===== src/rtl/apb_gpio_pkg.sv =====
// Shared types and constants for the APB-to-GPIO bridge: FSM states, register
// offsets within the 16-byte window, and GPIO REGSEL codes.
package apb_gpio_pkg;

    typedef enum logic [1:0] {
        IDLE = 2'd0,
        WR   = 2'd1,
        RD   = 2'd2,
        RESP = 2'd3
    } state_t;

    localparam logic [3:0] OFS_PIN  = 4'h0;
    localparam logic [3:0] OFS_DIR  = 4'h8;
    localparam logic [3:0] OFS_PORT = 4'hC;

    localparam logic [1:0] SEL_PIN  = 2'b00;
    localparam logic [1:0] SEL_DIR  = 2'b10;
    localparam logic [1:0] SEL_PORT = 2'b11;

endpackage


===== src/rtl/apb_gpio_decode.sv =====
// Combinational address decode: maps an APB address/direction onto a GPIO
// register select and flags whether the access is legal.
module apb_gpio_decode
    import apb_gpio_pkg::*;
#(
    parameter int unsigned           ADDR_W    = 8,
    parameter logic [ADDR_W-1:0]     BASE_ADDR = '0
) (
    input  logic [ADDR_W-1:0] PADDR,
    input  logic              PWRITE,
    output logic              legal,
    output logic [1:0]        regsel
);

    logic base_hit;

    always_comb begin
        base_hit = (PADDR[ADDR_W-1:4] == BASE_ADDR[ADDR_W-1:4]);
        legal    = 1'b0;
        regsel   = SEL_PIN;
        case (PADDR[3:0])
            OFS_PIN: begin
                regsel = SEL_PIN;
                legal  = base_hit & ~PWRITE;
            end
            OFS_DIR: begin
                regsel = SEL_DIR;
                legal  = base_hit;
            end
            OFS_PORT: begin
                regsel = SEL_PORT;
                legal  = base_hit;
            end
            default: begin
                regsel = SEL_PIN;
                legal  = 1'b0;
            end
        endcase
    end

endmodule


===== src/rtl/apb_gpio_bridge.sv =====
// APB3 slave front-end for the GPIO port block: one wait state per legal
// transfer, immediate response for illegal ones. Optional error response via
// `APB_GPIO_SLVERR_EN.
module apb_gpio_bridge
    import apb_gpio_pkg::*;
#(
    parameter int unsigned           ADDR_W    = 8,
    parameter int unsigned           DATA_W    = 32,
    parameter int unsigned           GPIO_W    = 8,
    parameter logic [ADDR_W-1:0]     BASE_ADDR = '0
) (
    input  logic              clk,
    input  logic              rst,
    input  logic              PSEL,
    input  logic              PENABLE,
    input  logic              PWRITE,
    input  logic [ADDR_W-1:0] PADDR,
    input  logic [DATA_W-1:0] PWDATA,
    output logic [DATA_W-1:0] PRDATA,
    output logic              PREADY,
    output logic              PSLVERR,
    output logic              BUSW,
    output logic [GPIO_W-1:0] BUSWDATA,
    output logic [1:0]        REGSEL,
    input  logic [GPIO_W-1:0] BUSRDATA
);

    state_t            state;
    state_t            state_next;
    logic              dec_legal;
    logic [1:0]        dec_regsel;
    logic              setup;
    logic              write_q;
    logic              err_q;
    logic [1:0]        sel_q;
    logic [GPIO_W-1:0] wdata_q;
    logic              unused_ok;

    apb_gpio_decode #(
        .ADDR_W    (ADDR_W),
        .BASE_ADDR (BASE_ADDR)
    ) u_decode (
        .PADDR  (PADDR),
        .PWRITE (PWRITE),
        .legal  (dec_legal),
        .regsel (dec_regsel)
    );

    assign setup = PSEL & ~PENABLE;

    always_ff @(posedge clk) begin
        if (rst) begin
            state <= IDLE;
        end else begin
            state <= state_next;
        end
    end

    always_ff @(posedge clk) begin
        if (rst) begin
            write_q <= 1'b0;
            err_q   <= 1'b0;
            sel_q   <= SEL_PIN;
            wdata_q <= '0;
        end else if (state == IDLE && setup) begin
            write_q <= PWRITE;
            err_q   <= ~dec_legal;
            sel_q   <= dec_regsel;
            wdata_q <= PWDATA[GPIO_W-1:0];
        end
    end

    always_comb begin
        state_next = state;
        PREADY     = 1'b0;
        PRDATA     = '0;
        BUSW       = 1'b0;
        REGSEL     = sel_q;
        case (state)
            IDLE: begin
                REGSEL = SEL_PIN;
                if (setup) begin
                    if (!dec_legal) state_next = RESP;
                    else if (PWRITE) state_next = WR;
                    else             state_next = RD;
                end
            end
            WR: begin
                // gated by rst so an abandoned transfer never reaches the GPIO
                BUSW       = ~rst;
                state_next = RESP;
            end
            RD: begin
                state_next = RESP;
            end
            RESP: begin
                PREADY = 1'b1;
                if (!err_q && !write_q) PRDATA = DATA_W'(BUSRDATA);
                state_next = IDLE;
            end
            default: begin
                state_next = IDLE;
            end
        endcase
    end

    assign BUSWDATA  = wdata_q;
    assign unused_ok = &{1'b0, PWDATA};

`ifdef APB_GPIO_SLVERR_EN
    assign PSLVERR = (state == RESP) & err_q;
`else
    assign PSLVERR = 1'b0;
`endif

endmodule

===== config.mk =====
export PLATFORM = sky130hd
export DESIGN_NAME = apb_gpio_bridge
export DESIGN_NICKNAME = d
export VERILOG_FILES = /design/src/rtl/apb_gpio_pkg.sv /design/src/rtl/apb_gpio_decode.sv /design/src/rtl/apb_gpio_bridge.sv
export SDC_FILE = /design/constraint.sdc
export NUM_CORES = 1
export LEC_CHECK = 0
export BUFFER_PORTS_ARGS = -buffer_cell sky130_fd_sc_hd__buf_2
export CELL_PAD_IN_SITES_DETAIL_PLACEMENT = 1
export CELL_PAD_IN_SITES_GLOBAL_PLACEMENT = 2
export CORE_MARGIN = 5
export CORE_UTILIZATION = 16
export DETAILED_ROUTE_END_ITERATION = 16
export GPL_ROUTABILITY_DRIVEN = 0
export PLACE_DENSITY = 0.92
export SLEW_MARGIN = 10
export SYNTH_ARGS = -nofsm -noshare
export SYNTH_HDL_FRONTEND = slang
export SYNTH_SLANG_ARGS = --single-unit

===== constraint.sdc =====
create_clock -name clk -period 2.8 [get_ports clk]
set_clock_uncertainty 0.2 [all_clocks]
set_input_delay 0.56 -clock clk [delete_from_list [all_inputs] [get_ports clk]]
set_output_delay 0.56 -clock clk [all_outputs]
set_load 0.02 [all_outputs]

==> out/results.ini <==
[status]
status=finished clean

[cts]
ctsHoldBuffers=0
cts_root_buf=clkbuf_8
numCtsBuffers=3
cts_buffer_depth=2
clkTransAtPathRegs_ns=0.05
cts_setup_buffers=0
cts_tree=yes
htreeDepth=1
clk_latency_ns=0.24
post_cts_resized=0
cts.sink_count=14

[yosys]
synth_common_cells=buf_4 (26), nand2_1 (20), dfxtp_1 (14), a21oi_1 (12), and2_1 (8)
yosys-top-cells-area=dfxtp_1 (32%), buf_4 (22%), nand2_1 (8.5%)
syn_area_um2=878
postSynthCellCount=111
synth.avg_cell_area_um2=7.91
ys.flop_type=dfxtp_1
synth_top_cell_area_share=0.319
synth_edf_count=0
yosysTopAreaCell=dfxtp_1
ys_warn_count=0
synth.most_common_cell=buf_4
synth_cell_types=25
synth_seq_cells=14
async_flop_share=0
ys_seq_area_frac=0.319

[floorplan]
initial_core_util=0.162
die_area_mm2=0.00707
core_mm2=0.00541
placementRows=27
die_w_um=84.1
die_y_um=84.1
io_pins=98

[timing]
slew_headroom=0.586
period_needed_ns=2.46
setup-tns-final_ns=0
setup_viol=0
finalHoldViolCount=0
max_slew.worst_pin.slew_ns=0.620
hold_ws_ns=0.244
slew_viol_final=0
rsz0062_at_grt=no
fmax_mhz=406
fin_crit_sh=0.879
fin_ws_ns=0.339

[min_path]
hold_class=reg -> reg
holdPathEnd=sel_q[1]
whs_path_depth=2
worstHoldStart=sel_q[1]

[routing]
wl_per_cell_um=10.5
drt_first_pass_iters=3
ant_nets=0
first_iter_violations=42
vias=821
viasPerCell=3.57
routed_wirelength_mm=2.41
drc=0

[place]
dp_hpwl_mm=2.06
post-place-cells=226
place_ws_ns=0.555
port_buffers=48

[pwr]
p_clk_frac=0.280
power_frac_seq=0.359
p_sw_w=0.000251
comb_power_share=0.362
power_density_mw_per_mm2=601
ir_drop_v=0.000120
p_leak_nw=0.581
intPower_w=0.000437
swShare=0.365

[setup_path]
regToRegSetupSlack_ns=0.94
crit_arrival_ns=1.70
cp_data_required_time_ns=2.04
worst_r2r_path_depth=5
end_kind=primary output
crit_fanout=8
worst_path_max_delay_cell=nor3b_1
cp-start-kind=flop
r2r_end=err_q
r2r-start=state[0]
cp_slowest_stage_delay_ns=0.53
critPathKind=reg -> out
cp_cell_sequence=ha_1 > nor3b_1 > and2_1 > buf_2

[global_route]
grt-ovfl-total=0
grt_max_degree=16
grt_pass1_wl_mm=3.93
track_usage=0.0673
antenna_found_initial=0
grt_pass1_vias=874

[finish]
syn_to_final_growth_pct=30.5
nets=215
instances_no_fill=230
fill_cells=696
drive_above_1_share=0.348
n_antenna_cell=0
post-route-util=0.212

[flow_run]
cap_violations=0

worst max-delay path, delay by kind of cell (launching register included):
kind          cells  cell delay [ns]
simple gates      2             0.74
flops             1             0.38
fa+ha+maj         1             0.18
buf+inv           1             0.16
flip-flops by register name, indices dropped and copies added, names as in the netlist:
register / flops
sel_q: 2
err_q: 1
BUSWDATA: 8
write_q: 1
state: 2
routing by layer:
| layer | track usage | vias to the layer above | routed length, um |
|---|---|---|---|
| li1 | - | 405 | - |
| met1 | 0.0725 | 371 | 953 |
| met2 | 0.122 | 43 | 1220 |
| met3 | 0.0168 | 2 | 200 |
| met4 | 0.0307 | 0 | 29 |
| met5 | 0 | - | 0 |
power groups by stage:
| stage | clock network, W | logic (W) | registers, W |
|---|---|---|---|
| 2_1_floorplan | 0 | 0.000192 | 0.000262 |
| 3_3_place_gp | 0 | 0.000247 | 0.000250 |
| 3_5_place_dp | 0 | 0.000253 | 0.000252 |
| 4_1_cts | 0.000200 | 0.000254 | 0.000248 |
| 5_1_grt | 0.000214 | 0.000282 | 0.000250 |
| 6_report | 0.000192 | 0.000249 | 0.000247 |
layout by cell type, fill, tap and decap left out:
cell,n
clkbuf_8,4
conb_1,25
nor2b_1,4
ha_1,3
nor3_4,1
a41oi_1,1
nor2_1,2
nor3b_1,1
or4_4,1
inv_1,4
and3b_1,1
buf_2,48
and2_1,8
nand2_1,20
nand4_1,1
o21ai_0,1
o31ai_1,2
o21ba_2,1
nand3b_1,1
nand3_1,1
dfxtp_1,14
a21oi_1,12
a31oi_1,1
a311oi_1,1
kinds of logic (layout without fill, tap and decap cells):
group,count (synthesis),count (layout),share of synthesized area
flops,14,14,0.319
simple gates,41,41,0.251
fa+ha+maj,3,3,0.0427
buf+inv,33,56,0.254
other cells,1,25,0.00427
compound gates,19,19,0.130
metrics by stage:
step,instance area (um2),power (W)
6_report,1150,0.000688
5_1_grt,1150,0.000746
3_5_place_dp,1090,0.000505
2_1_floorplan,968,0.000454
3_3_place_gp,1090,0.000497
4_1_cts,1150,0.000702
layout make-up:
class	count	area (um2)	area share
multi-input combinational	88	465	0.406
sequential	14	280	0.245
timing repair buffer	48	240	0.210
tap	72	90.1	0.0786
clock buffer	4	55.1	0.0480
inverter	4	15.0	0.0131
worst max path at each step:
stage | start | slack [ns] | cells after the start | to
final | state[0] | 0.34 | 4 | PRDATA[5]
after global routing | state[0] | 0.16 | 4 | PRDATA[0]
after CTS | state[0] | 0.29 | 4 | PRDATA[1]
after detailed placement | state[0] | 0.55 | 4 | PRDATA[1]
after global placement | state[0] | 0.62 | 4 | PRDATA[5]
after floorplan | state[0] | 0.70 | 3 | PRDATA[0]
Power figures use the tool's default switching activity.
